## src/rtl/parity_stream_gen_check_pkg.sv

```systemverilog
// Shared constants and the per-group parity helper for the parity stream unit.
package parity_pkg;

  localparam logic PAR_EVEN = 1'b0;
  localparam logic PAR_ODD  = 1'b1;
  localparam logic MODE_GEN = 1'b0;
  localparam logic MODE_CHK = 1'b1;

  // Widest group the helper accepts; narrower slices are zero-extended,
  // which leaves the XOR unchanged.
  localparam int MAX_GROUP_W = 64;

  function automatic logic group_parity(input logic [MAX_GROUP_W-1:0] slice,
                                        input logic                   odd);
    logic x;
    x = ^slice;
    return (odd == PAR_ODD) ? ~x : x;
  endfunction

endpackage

```

## src/rtl/parity_stream_gen_check_if.sv

```systemverilog
// Handshake, configuration and statistics bundle of the parity stream unit.
interface parity_stream_gen_check_if #(
  parameter int DATA_W  = 8,
  parameter int GROUP_W = 4,
  parameter int CNT_W   = 8
);
  localparam int NG = DATA_W / GROUP_W;

  logic              cfg_odd;
  logic              cfg_chk;
  logic              in_valid;
  logic              in_ready;
  logic [DATA_W-1:0] in_data;
  logic [NG-1:0]     in_par;
  logic              out_valid;
  logic              out_ready;
  logic [DATA_W-1:0] out_data;
  logic [NG-1:0]     out_par;
  logic              out_err;
  logic              err_sticky;
  logic [CNT_W-1:0]  err_cnt;
  logic              clr_err;

  modport master (
    output cfg_odd, cfg_chk, in_valid, in_data, in_par, out_ready, clr_err,
    input  in_ready, out_valid, out_data, out_par, out_err, err_sticky, err_cnt
  );

  modport slave (
    input  cfg_odd, cfg_chk, in_valid, in_data, in_par, out_ready, clr_err,
    output in_ready, out_valid, out_data, out_par, out_err, err_sticky, err_cnt
  );

endinterface

```

## src/rtl/parity_stream_gen_check_calc.sv

```systemverilog
// Combinational per-group parity of a data word (odd or even selectable).
module parity_group_calc
  import parity_pkg::*;
#(
  parameter int DATA_W  = 8,
  parameter int GROUP_W = 4,
  parameter int NG      = DATA_W / GROUP_W
) (
  input  logic [DATA_W-1:0] i_data,
  input  logic              i_odd,
  output logic [NG-1:0]     o_par
);

  for (genvar gi = 0; gi < NG; gi++) begin : g_group
    logic [MAX_GROUP_W-1:0] w_slice;
    assign w_slice   = MAX_GROUP_W'(i_data[gi*GROUP_W +: GROUP_W]);
    assign o_par[gi] = group_parity(w_slice, i_odd);
  end

endmodule

```

## src/rtl/parity_stream_gen_check.sv

```systemverilog
// Registered parity generate/check stage with valid/ready handshake and
// saturating error statistics.
module parity_stream_gen_check
  import parity_pkg::*;
#(
  parameter int DATA_W  = 8,
  parameter int GROUP_W = 4,
  parameter int CNT_W   = 8
) (
  input  logic                      clk,
  input  logic                      rst_n,
  parity_stream_gen_check_if.slave  bus
);

  localparam int NG = DATA_W / GROUP_W;

  logic              r_out_valid;
  logic [DATA_W-1:0] r_out_data;
  logic [NG-1:0]     r_out_par;
  logic              r_out_err;
  logic              r_err_sticky;
  logic [CNT_W-1:0]  r_err_cnt;

  logic [NG-1:0]     w_par;
  logic [NG-1:0]     w_mm;
  logic              w_word_err;
  logic              w_in_ready;
  logic              w_in_fire;
  logic              w_out_fire;
  logic              w_err_fire;
  logic [CNT_W-1:0]  w_cnt_base;

  parity_group_calc #(
    .DATA_W  (DATA_W),
    .GROUP_W (GROUP_W),
    .NG      (NG)
  ) u_calc (
    .i_data (bus.in_data),
    .i_odd  (bus.cfg_odd),
    .o_par  (w_par)
  );

  assign w_mm       = w_par ^ bus.in_par;
  assign w_word_err = (bus.cfg_chk == MODE_CHK) && (|w_mm);

  // Ready looks through the output register so a draining word frees the slot
  // in the same cycle.
  assign w_in_ready = ~r_out_valid | bus.out_ready;
  assign w_in_fire  = bus.in_valid & w_in_ready;
  assign w_out_fire = r_out_valid & bus.out_ready;
  assign w_err_fire = w_in_fire & w_word_err;

  always_ff @(posedge clk or negedge rst_n) begin
    if (!rst_n) begin
      r_out_valid <= 1'b0;
      r_out_data  <= '0;
      r_out_par   <= '0;
      r_out_err   <= 1'b0;
    end else if (w_in_fire) begin
      r_out_valid <= 1'b1;
      r_out_data  <= bus.in_data;
      r_out_par   <= w_par;
      r_out_err   <= w_word_err;
    end else if (w_out_fire) begin
      r_out_valid <= 1'b0;
    end
  end

  // A clear in the same cycle as a new error wipes the old count first.
  assign w_cnt_base = bus.clr_err ? '0 : r_err_cnt;

  always_ff @(posedge clk or negedge rst_n) begin
    if (!rst_n) begin
      r_err_cnt    <= '0;
      r_err_sticky <= 1'b0;
    end else if (w_err_fire) begin
      r_err_cnt    <= (&w_cnt_base) ? w_cnt_base : w_cnt_base + 1'b1;
      r_err_sticky <= 1'b1;
    end else if (bus.clr_err) begin
      r_err_cnt    <= '0;
      r_err_sticky <= 1'b0;
    end
  end

  assign bus.in_ready   = w_in_ready;
  assign bus.out_valid  = r_out_valid;
  assign bus.out_data   = r_out_data;
  assign bus.out_par    = r_out_par;
  assign bus.out_err    = r_out_err;
  assign bus.err_sticky = r_err_sticky;
  assign bus.err_cnt    = r_err_cnt;

endmodule

```

## src/flat_wrapper.sv

```systemverilog
// flat-port wrapper written by rule: the top's interface ports become plain ports
module parity_stream_gen_check_flat import parity_pkg::*;
#(
  parameter int DATA_W  = 8,
  parameter int GROUP_W = 4,
  parameter int CNT_W   = 8
)
  (clk, rst_n, bus_cfg_odd, bus_cfg_chk, bus_in_valid, bus_in_data, bus_in_par, bus_out_ready, bus_clr_err, bus_in_ready, bus_out_valid, bus_out_data, bus_out_par, bus_out_err, bus_err_sticky, bus_err_cnt);
  parity_stream_gen_check_if #(.DATA_W(DATA_W), .GROUP_W(GROUP_W), .CNT_W(CNT_W)) bus_i ();
  input  logic clk;
  input  logic rst_n;
  input wire logic [$bits(bus_i.cfg_odd)-1:0] bus_cfg_odd;
  input wire logic [$bits(bus_i.cfg_chk)-1:0] bus_cfg_chk;
  input wire logic [$bits(bus_i.in_valid)-1:0] bus_in_valid;
  input wire logic [$bits(bus_i.in_data)-1:0] bus_in_data;
  input wire logic [$bits(bus_i.in_par)-1:0] bus_in_par;
  input wire logic [$bits(bus_i.out_ready)-1:0] bus_out_ready;
  input wire logic [$bits(bus_i.clr_err)-1:0] bus_clr_err;
  output wire logic [$bits(bus_i.in_ready)-1:0] bus_in_ready;
  output wire logic [$bits(bus_i.out_valid)-1:0] bus_out_valid;
  output wire logic [$bits(bus_i.out_data)-1:0] bus_out_data;
  output wire logic [$bits(bus_i.out_par)-1:0] bus_out_par;
  output wire logic [$bits(bus_i.out_err)-1:0] bus_out_err;
  output wire logic [$bits(bus_i.err_sticky)-1:0] bus_err_sticky;
  output wire logic [$bits(bus_i.err_cnt)-1:0] bus_err_cnt;
  assign bus_i.cfg_odd = bus_cfg_odd;
  assign bus_i.cfg_chk = bus_cfg_chk;
  assign bus_i.in_valid = bus_in_valid;
  assign bus_i.in_data = bus_in_data;
  assign bus_i.in_par = bus_in_par;
  assign bus_i.out_ready = bus_out_ready;
  assign bus_i.clr_err = bus_clr_err;
  assign bus_in_ready = bus_i.in_ready;
  assign bus_out_valid = bus_i.out_valid;
  assign bus_out_data = bus_i.out_data;
  assign bus_out_par = bus_i.out_par;
  assign bus_out_err = bus_i.out_err;
  assign bus_err_sticky = bus_i.err_sticky;
  assign bus_err_cnt = bus_i.err_cnt;
  parity_stream_gen_check #(.DATA_W(DATA_W), .GROUP_W(GROUP_W), .CNT_W(CNT_W)) u_core (.clk(clk), .rst_n(rst_n), .bus(bus_i));
endmodule
```

## config.mk

```make
export PLATFORM = sky130hd
export DESIGN_NAME = parity_stream_gen_check_flat
export DESIGN_NICKNAME = d
export VERILOG_FILES = /design/src/rtl/parity_stream_gen_check_pkg.sv /design/src/rtl/parity_stream_gen_check_if.sv /design/src/rtl/parity_stream_gen_check_calc.sv /design/src/rtl/parity_stream_gen_check.sv /design/src/flat_wrapper.sv
export SDC_FILE = /design/constraint.sdc
export NUM_CORES = 1
export LEC_CHECK = 0
export CORE_UTILIZATION = 49
export CTS_BUF_LIST = sky130_fd_sc_hd__clkbuf_8
export DETAILED_ROUTE_END_ITERATION = 16
export GPL_TIMING_DRIVEN = 1
export HOLD_SLACK_MARGIN = 0.12
export PLACE_DENSITY = 0.86
export SLEW_MARGIN = 30
export SYNTH_ARGS = -nofsm -noshare
export SYNTH_HDL_FRONTEND = slang
export SYNTH_SLANG_ARGS = --single-unit
```

## constraint.sdc

```tcl
create_clock -name clk -period 2.9 [get_ports clk]
set_input_delay 0.435 -clock clk [delete_from_list [all_inputs] [get_ports clk]]
set_output_delay 0.435 -clock clk [all_outputs]
set_load 0.03 [all_outputs]
```

# --- Word-level counts from Yosys, hierarchy flattened ---
# Index checks and enable logic that the tools add are counted.
classes:
  n_addsub: 1
  n_mux: 9
  bitwise: 8
  n_reduce_logical: 7
ops:
  columns: ["operator", "n"]
  rows:
  - ["64-bit parity", 2]
  - ["8-bit two-way mux", 3]
  - ["8-bit by 1-bit adder with 8-bit output, second input constant", 1]
  - ["8-bit AND reduction", 1]
  - ["1-bit two-way mux", 6]
  - ["2-bit nonzero test", 2]
  - ["1-bit AND", 3]
  - ["1-bit inverter", 3]
  - ["2-bit OR reduction", 1]
  - ["2-bit bitwise XOR", 1]
  - ["1-bit logical AND", 1]
  - ["1-bit OR", 1]
word_totals:
  ff_bits: 21
  input_bits: 17
  word_cells: 31

# --- Depth between registers and ports, before layout ---
# Gate-level depths: netlist of the first run.
depth:
  depth_word: 8
  mapped_depth: 7
  depth_no_buf: 6

# --- Cells and area by module ---
# From an unflattened synthesis of the first run, not the netlist that was laid out.
unflattened:
  hier_cells: 80
  hier_area_um2: 1014.7
modules_own_cells:
  columns: ["module", "instances", "cells_per_inst", "area_each_um2", "seq_area_each_um2"]
  rows:
  - ["parity_stream_gen_check", 1, 74, 934.6, 525.5]
  - ["parity_group_calc", 1, 6, 80.1, 0.0]

# --- Least setup slack after synthesis of the first run ---
# OpenSTA, ideal clock, no wires.
synth_path:
  kind: "input -> register"
  start: "in bus_cfg_odd"
  end: "reg u_core.r_err_cnt[1] (netlist: u_core.bus.err_cnt[1])"
  setup_ps: 125
  arrival_time_ps: 1869
  required_ps: 2775
  path_slack_ps: 906
  stages: 5
  path_buffers: 0
  path_cell_list: "xnor3_2 -> xor3_2 -> o21a_4 -> nand2_4 -> mux2_4"
synth_via:
  elab_chain_cells: 6
  word_cells_on_any_way: 7
  classes_between: "3 x mux; 2 x bitwise; 2 x reduce/logical"
synth_lines:
  columns: ["element", "line_no", "source"]
  rows:
  - ["start: declaration", "flat_wrapper.sv:12", "input wire logic [$bits(bus_i.cfg_odd)-1:0] bus_cfg_odd;"]
  - ["1-bit two-way mux", "parity_stream_gen_check_pkg.sv:17", "return (odd == PAR_ODD) ? ~x : x;"]
  - ["2-bit bitwise XOR (*)", "parity_stream_gen_check.sv:43", "assign w_mm = w_par ^ bus.in_par;"]
  - ["2-bit OR reduction (*)", "parity_stream_gen_check.sv:44", "assign w_word_err = (bus.cfg_chk == MODE_CHK) && (|w_mm);"]
  - ["1-bit logical AND (*)", "parity_stream_gen_check.sv:44", null]
  - ["1-bit AND (*)", "parity_stream_gen_check.sv:51", "assign w_err_fire = w_in_fire & w_word_err;"]
  - ["8-bit two-way mux (*)", "parity_stream_gen_check.sv:76", "end else if (w_err_fire) begin"]
  - ["end signal: assignment", "parity_stream_gen_check.sv:77", "r_err_cnt <= (&w_cnt_base) ? w_cnt_base : w_cnt_base + 1'b1;"]
  - ["end: declaration", "parity_stream_gen_check.sv:22", "logic [CNT_W-1:0] r_err_cnt;"]
# Every way passes the cells marked *; elsewhere a longest branch is shown, timed or not.
# A chain may end at the register's enable or synchronous reset.

# --- Worst setup path in the final report of the first run ---
# Ends and elaborated chain as after synthesis.

==> reports/metrics.yaml, run 1 <==
run_status:
  outcome: "finished, final reports clean"
final_layout:
  fillers: 141
  seqCellArea_um2: 526
  area_growth_pct: 41.6
  nets: 148
  post-route-util: 0.767
  layout-drive-gt1-share: 0.178
  n_antenna_cell: 0
  final_cell_count_no_fill: 156
  multiInputGateArea_um2: 558
  final_area_um2: 1550
yosys:
  ys.warnings.count: 0
  synth_area_um2: 1090
  synthDistinctLibCells: 34
  postSynthCellCount: 88
  synth_fp_nets: 106
  ys_seq_area_frac: 0.480
  ys_ff_latch: 21
  syn-mean-instance-area_um2: 12.4
worst_setup_path:
  r2r_end: "u_core.bus.err_cnt[1]$_DFF_PN0_"
  required_ns: 3.05
  critPathLaunch: "bus_cfg_odd"
  cp_max_fo: 7
  slowest_delay_ns: 0.49
  endpoint_kind: "flip-flop"
  worstPathArrival_ns: 2.45
  reg2reg_from: "u_core.bus.err_cnt[1]$_DFF_PN0_"
  r2r_cells: 6
  cp-start-kind: "input port"
  r2r_slack_ns: 1.10
  cp_slowest_cell: "clkdlybuf4s50_1"
  setup.worst_path.end: "u_core.bus.err_cnt[1]$_DFF_PN0_"
  worstSetupPathType: "in2reg"
  crit_path_cell_trace: "clkdlybuf4s50_1, xnor3_2, xor3_2, o21a_4, nand2_4, mux2_4"
routing:
  vias: 813
  first_iter_violations: 7
  ant_nets: 0
  dr.pass1.iters: 4
  drc: 0
  via_per_inst: 5.21
  wl_per_cell_um: 13.9
  drt-total-wl_um: 2160
floorplanning:
  row_count: 16
  die_y_um: 49.3
  initial_core_util: 0.541
  dieArea_um2: 2430
  fp.dieW_um: 49.3
  ios: 39
  core_um2: 2020
sta:
  tns_ns: 0
  max_slew.worst_pin.slew_ns: 0.467
  period_minus_slack_ns: 2.30
  finalCritPeriodShare: 0.793
  setup_viol: 0
  slew_violations: 0
  finalHoldViolations: 0
  fmax_ghz: 0.435
  slew-limit-headroom: 0.688
  rsz0062_at_grt: "no"
  fin_skew_ns: 0.00327
  finalWorstSetupSlack_ns: 0.600
clocking:
  cts_tree: "done"
  cts_buffers: 3
  htreeDepth: 1
  clockBufferDepth: 2
  postCtsResizedCells: 0
  root_buffer: "clkbuf_8"
  insertion_delay_ns: 0.26
  cts.sinks: 21
  postCtsHoldBufs: 0
  cts.reportedPaths.clkPinSlew_ns: 0.07
  cts_setup_buffers: 0
run:
  drv_cap: 0
place:
  place.gp.congestion: 0.759
  postPlaceCellArea_um2: 1510
  placed_cells: 152
  hpwl_um: 1640
  port_buffers: 38
  place_ws_ns: 0.325
global_route:
  use_met3: 0.0405
  use_met1: 0.251
  grt_pass1_vias: 785
  grt_overflow: 0
  grt.busiest_layer: "met2"
  grt_pass1_wl_um: 3590
  grt_max_degree: 22
  use_met2: 0.331
  gr-usage-all-layers: 0.204
  antenna_found_initial: 0
pwr:
  p_leak_uw: 0.000670
  peakVddDrop_mv: 0.351
  power_density_nw_per_um2: 512
hold_path:
  hold_class: "in2async"
-- worst max-delay path, delay by kind of cell --
family / cells / cell delay, ns
AND/OR/NAND/NOR: 1 / 0.07
multiplexers: 1 / 0.30
AO/OA/AOI/OAI: 1 / 0.27
XOR/XNOR: 2 / 0.88
buffers and inverters: 1 / 0.49
-- cells in the mapped netlist --
cell	n	area, um2
dfrtp_1	21	526
mux2_2	8	90.1
nand2_1	8	30.0
nor2b_1	6	37.5
xnor2_1	6	52.6
and3_1	4	25.0
nand2b_1	3	18.8
o21ai_0	3	15.0
nand3_1	2	10.0
nand4_1	2	12.5
nor2_1	2	7.51
a211oi_2	1	12.5
a311oi_1	1	8.76
a31oi_1	1	6.26
a41oi_2	1	16.3
and3b_1	1	8.76
and4_1	1	8.76
buf_1	1	3.75
clkbuf_1	1	3.75
ha_1	1	12.5
inv_1	1	3.75
mux2_4	1	15.0
nand2_4	1	11.3
nor3_1	1	5.00
nor3_2	1	10.0
o21a_1	1	7.51
o21a_4	1	15.0
o21ai_2	1	8.76
o32ai_1	1	8.76
xnor3_1	1	22.5
xnor3_2	1	23.8
xor2_1	1	8.76
xor3_1	1	23.8
xor3_2	1	25.0
-- placed cells by master, fill, tap and decap left out --
master	instances
clkdlybuf4s50_1	37
dfrtp_1	21
nand2_1	8
mux2_2	8
nor2b_1	6
xnor2_1	6
and3_1	4
nand2b_1	3
o21ai_0	3
clkbuf_8	3
nor2_1	2
nand3_1	2
nand4_1	2
xnor3_2	1
xor3_2	1
xor3_1	1
xnor3_1	1
o21a_4	1
and3b_1	1
a31oi_1	1
a311oi_1	1
nand2_4	1
mux2_4	1
o21ai_2	1
nor3_1	1
o32ai_1	1
nor3_2	1
and4_1	1
a41oi_2	1
a211oi_2	1
o21a_1	1
inv_1	1
xor2_1	1
ha_1	1
clkinv_2	1
buf_2	1
buf_4	1
-- flip-flops by register name (all words and copies together) (netlist names) --
signal                 flops
u_core.bus.err_cnt         8
u_core.bus.out_data        8
u_core.bus.out_par         2
u_core.bus.err_sticky      1
u_core.bus.out_err         1
u_core.bus.out_valid       1
-- worst min-delay path by stage --
stage / start / to / slack (ns)
after floorplan: rst_n / u_core.bus.err_cnt[0]$_DFF_PN0_ / 0.14
after global placement: u_core.bus.out_err$_DFFE_PN0P_ / u_core.bus.out_err$_DFFE_PN0P_ / 0.46
after detailed placement: u_core.bus.out_par[1]$_DFFE_PN0P_ / u_core.bus.out_par[1]$_DFFE_PN0P_ / 0.47
after CTS: u_core.bus.out_par[1]$_DFFE_PN0P_ / u_core.bus.out_par[1]$_DFFE_PN0P_ / 0.49
after global routing: rst_n / u_core.bus.out_data[0]$_DFFE_PN0P_ / 0.15
final: rst_n / u_core.bus.out_data[0]$_DFFE_PN0P_ / 0.12
-- through the flow --
stage / power (uW) / hold slack, ns
3_5_place_dp: 616 / 0.469
6_report: 794 / 0.120
2_1_floorplan: 502 / 0.139
5_1_grt: 835 / 0.146
3_3_place_gp: 609 / 0.461
4_1_cts: 805 / 0.487
-- final cells by class --
cell class	count	share of cell area
Clock inverter	1	0.00323
Sequential cell	21	0.339
Timing Repair Buffer	39	0.247
Tap cell	27	0.0218
Inverter	1	0.00242
Multi-Input combinational cell	64	0.360
Clock buffer	3	0.0266
-- layer usage --
layer	vias up	routed length, um
met1	381	971
met2	32	996
met5	-	0
li1	396	-
met3	4	150
met4	0	46
-- report_power, final --
part	leakage (uW)	internal [uW]	total [uW]	switching [uW]
sequential	0.000266	325	343	17.1
clock	0.0000255	95.6	187	91.6
combinational	0.000379	129	264	135
total	0.000670	550	794	244
-- kinds of logic (layout without fill, tap and decap cells) --
family          count (synthesis)  in the layout  share of synthesized area
compound gates                 11             11                     0.0903
xor+xnor                       11             11                      0.143
fa+ha+maj                       1              1                     0.0114
buf+inv                         3             44                     0.0103
flops                          21             21                      0.480
mux                             9              9                     0.0960
simple gates                   32             32                      0.169
Power figures use the tool's default switching activity.
==> run 2, diff against run 1 <==
CORE_UTILIZATION = 46   (was 49)
PLACE_DENSITY = 0.82   (was 0.86)
clock period = 2.29 ns   (was 2.9 ns; I/O delays follow)
==> reports/metrics.yaml, run 2 (synthesized netlist as in run 1, its figures left out) <==
clocking:
  cts_tree: "done"
  postCtsResizedCells: 0  # unchanged
  insertion_delay_ns: 0.26  # about the same
  cts_setup_buffers: 0  # unchanged
  cts_buffers: 3  # unchanged
  cts.sinks: 21  # unchanged
  cts.reportedPaths.clkPinSlew_ns: 0.07  # about the same
  htreeDepth: 1  # unchanged
  root_buffer: "clkbuf_8"
  postCtsHoldBufs: 0  # unchanged
  clockBufferDepth: 2  # unchanged
worst_setup_path:
  crit_buf_inv: 1  # unchanged
  worstPathArrival_ns: 2.31  # -0.14 ns
  cp_slowest_cell: "clkdlybuf4s50_1"
  endpoint_kind: "flip-flop"
  crit_path_cell_trace: "clkdlybuf4s50_1, xnor3_2, xor3_2, o21a_4, nand2_4, mux2_4"
  required_ns: 2.43  # -0.62 ns
  cpLargestDelayFamily: "XOR/XNOR gates"
  r2r_end: "u_core.bus.err_cnt[1]$_DFF_PN0_"
  cp_max_fo: 5  # -2
  worstSetupPathType: "in2reg"
  worstSetupPathDepth: 6  # unchanged
  cp-start-kind: "input port"
  r2r_cells: 6  # unchanged
  r2r_slack_ns: 0.46  # -0.64 ns
  reg2reg_from: "u_core.bus.err_cnt[1]$_DFF_PN0_"
  slowest_delay_ns: 0.49  # about the same
hold_path:
  hold_class: "in2async"
routing:
  via_per_inst: 5.40  # +3.7%
  drc: 0  # unchanged
  drt-total-wl_um: 2330  # +7.6%
  wl_per_cell_um: 14.3  # +3.0%
  vias: 881  # +8.4%
  dr.pass1.iters: 4  # unchanged
  first_iter_violations: 12  # +5
  ant_nets: 0  # unchanged
sta:
  fmax_ghz: 0.461
  slew_violations: 0  # unchanged
  finalHoldViolations: 0  # unchanged
  setup_viol: 0  # unchanged
  period_minus_slack_ns: 2.17
  max_slew.worst_pin.slew_ns: 0.466  # -0.00115 ns
  slew-limit-headroom: 0.689  # +0.000771
  finalWorstSetupSlack_ns: 0.122  # -0.478 ns
  fin_skew_ns: 0.00499  # +0.00171 ns
  finalCritPeriodShare: 0.947
  rsz0062_at_grt: "no"
place:
  place.gp.congestion: 0.782  # +3.0%
  place_ws_ns: -0.144  # -0.469 ns
  hpwl_um: 1760  # +6.8%
  port_buffers: 38  # unchanged
floorplanning:
  ios: 39  # unchanged
  dieArea_um2: 2580  # +6.2%
  core_um2: 2230  # +10%
  row_count: 17  # +1
  die_y_um: 50.8  # +3.1%
  initial_core_util: 0.490  # -0.0513
  fp.dieW_um: 50.8  # +3.1%
final_layout:
  layout-drive-gt1-share: 0.200  # +0.0217
  post-route-util: 0.717  # -0.0502
  area_growth_pct: 46.2
  n_antenna_cell: 0  # unchanged
  most-common-layout-cells: "clkdlybuf4s50_1 (38), dfrtp_1 (21), nand2_1 (8), mux2_2 (8), buf_4 (7)"
  final_common_cell: "clkdlybuf4s50_1"
  nets: 154  # +4.1%
global_route:
  gr-usage-all-layers: 0.210  # +0.00607
  grt_pass1_wl_um: 3900  # +8.5%
  grt_max_degree: 22  # unchanged
  grt_pass1_vias: 869  # +11%
  grt_overflow: 0  # unchanged
  antenna_found_initial: 0  # unchanged
pwr:
  power_density_nw_per_um2: 637  # +24%
  peakVddDrop_mv: 0.528  # +51%
  p_leak_uw: 0.000700  # +4.5%
run_status:
  outcome: "finished, final reports clean"
run:
  drv_cap: 0  # unchanged
-- run 2: changes by cell type in the layout (fill, tap and decap cells not counted) --
| cell | previous run | this run |
|---|---|---|
| buf_2 | 1 | 0 |
| buf_4 | 1 | 7 |
| clkdlybuf4s50_1 | 37 | 38 |
| clkinv_2 | 1 | 0 |
| inv_1 | 1 | 2 |
-- run 2: routing by layer --
metal,vias to the layer above,part of all wire,track usage
met5,-,0,0
met3,6,0.070,0.0394
met4,0,0.025,0.120
met2,40,0.46,0.344
li1,407,-,-
met1,428,0.44,0.257
-- run 2: worst max path at each step --
stage | slack (ns) | from | endpoint
floorplan | 0.39 | bus_cfg_odd | u_core.bus.err_cnt[1]$_DFF_PN0_
global placement | -0.10 | bus_cfg_odd | u_core.bus.err_cnt[1]$_DFF_PN0_
detailed placement | -0.14 | bus_cfg_odd | u_core.bus.err_cnt[1]$_DFF_PN0_
CTS | 0.12 | bus_cfg_odd | u_core.bus.err_cnt[1]$_DFF_PN0_
global route | 0.07 | bus_cfg_odd | u_core.bus.err_cnt[1]$_DFF_PN0_
finish | 0.12 | bus_cfg_odd | u_core.bus.err_cnt[1]$_DFF_PN0_
-- run 2: stage by stage --
stage / setup TNS [ns] / hold WS (ns) / total power, uW / area (um2) / cells
3_5_place_dp: -0.565 / 0.477 / 794 / 1560 / 159
2_1_floorplan: 0 / 0.0479 / 636 / 1090 / 88
4_1_cts: 0 / 0.431 / 1030 / 1600 / 163
6_report: 0 / 0.419 / 1020 / 1600 / 163
3_3_place_gp: -0.290 / 0.461 / 786 / 1560 / 159
5_1_grt: 0 / 0.437 / 1070 / 1600 / 163
-- run 2: cell type report --
type,instances,area (um2)
Tap cell,28,35.0
Timing Repair Buffer,45,433
Inverter,1,3.75
Clock inverter,1,3.75
Sequential cell,21,526
Multi-Input combinational cell,64,558
Clock buffer,3,41.3
Fill cell,166,633
-- run 2: worst register-to-register path, delay by kind of cell (launching register included) --
family	cells	cell delay (ns)
fa+ha+maj	1	0.24
flops	1	0.41
mux	1	0.30
simple gates	4	0.78
-- run 2: report_power, final --
group / internal, uW / total (uW) / switching, uW
Clock: 119 / 234 / 115
Sequential: 412 / 435 / 23.0
Combinational: 175 / 349 / 175
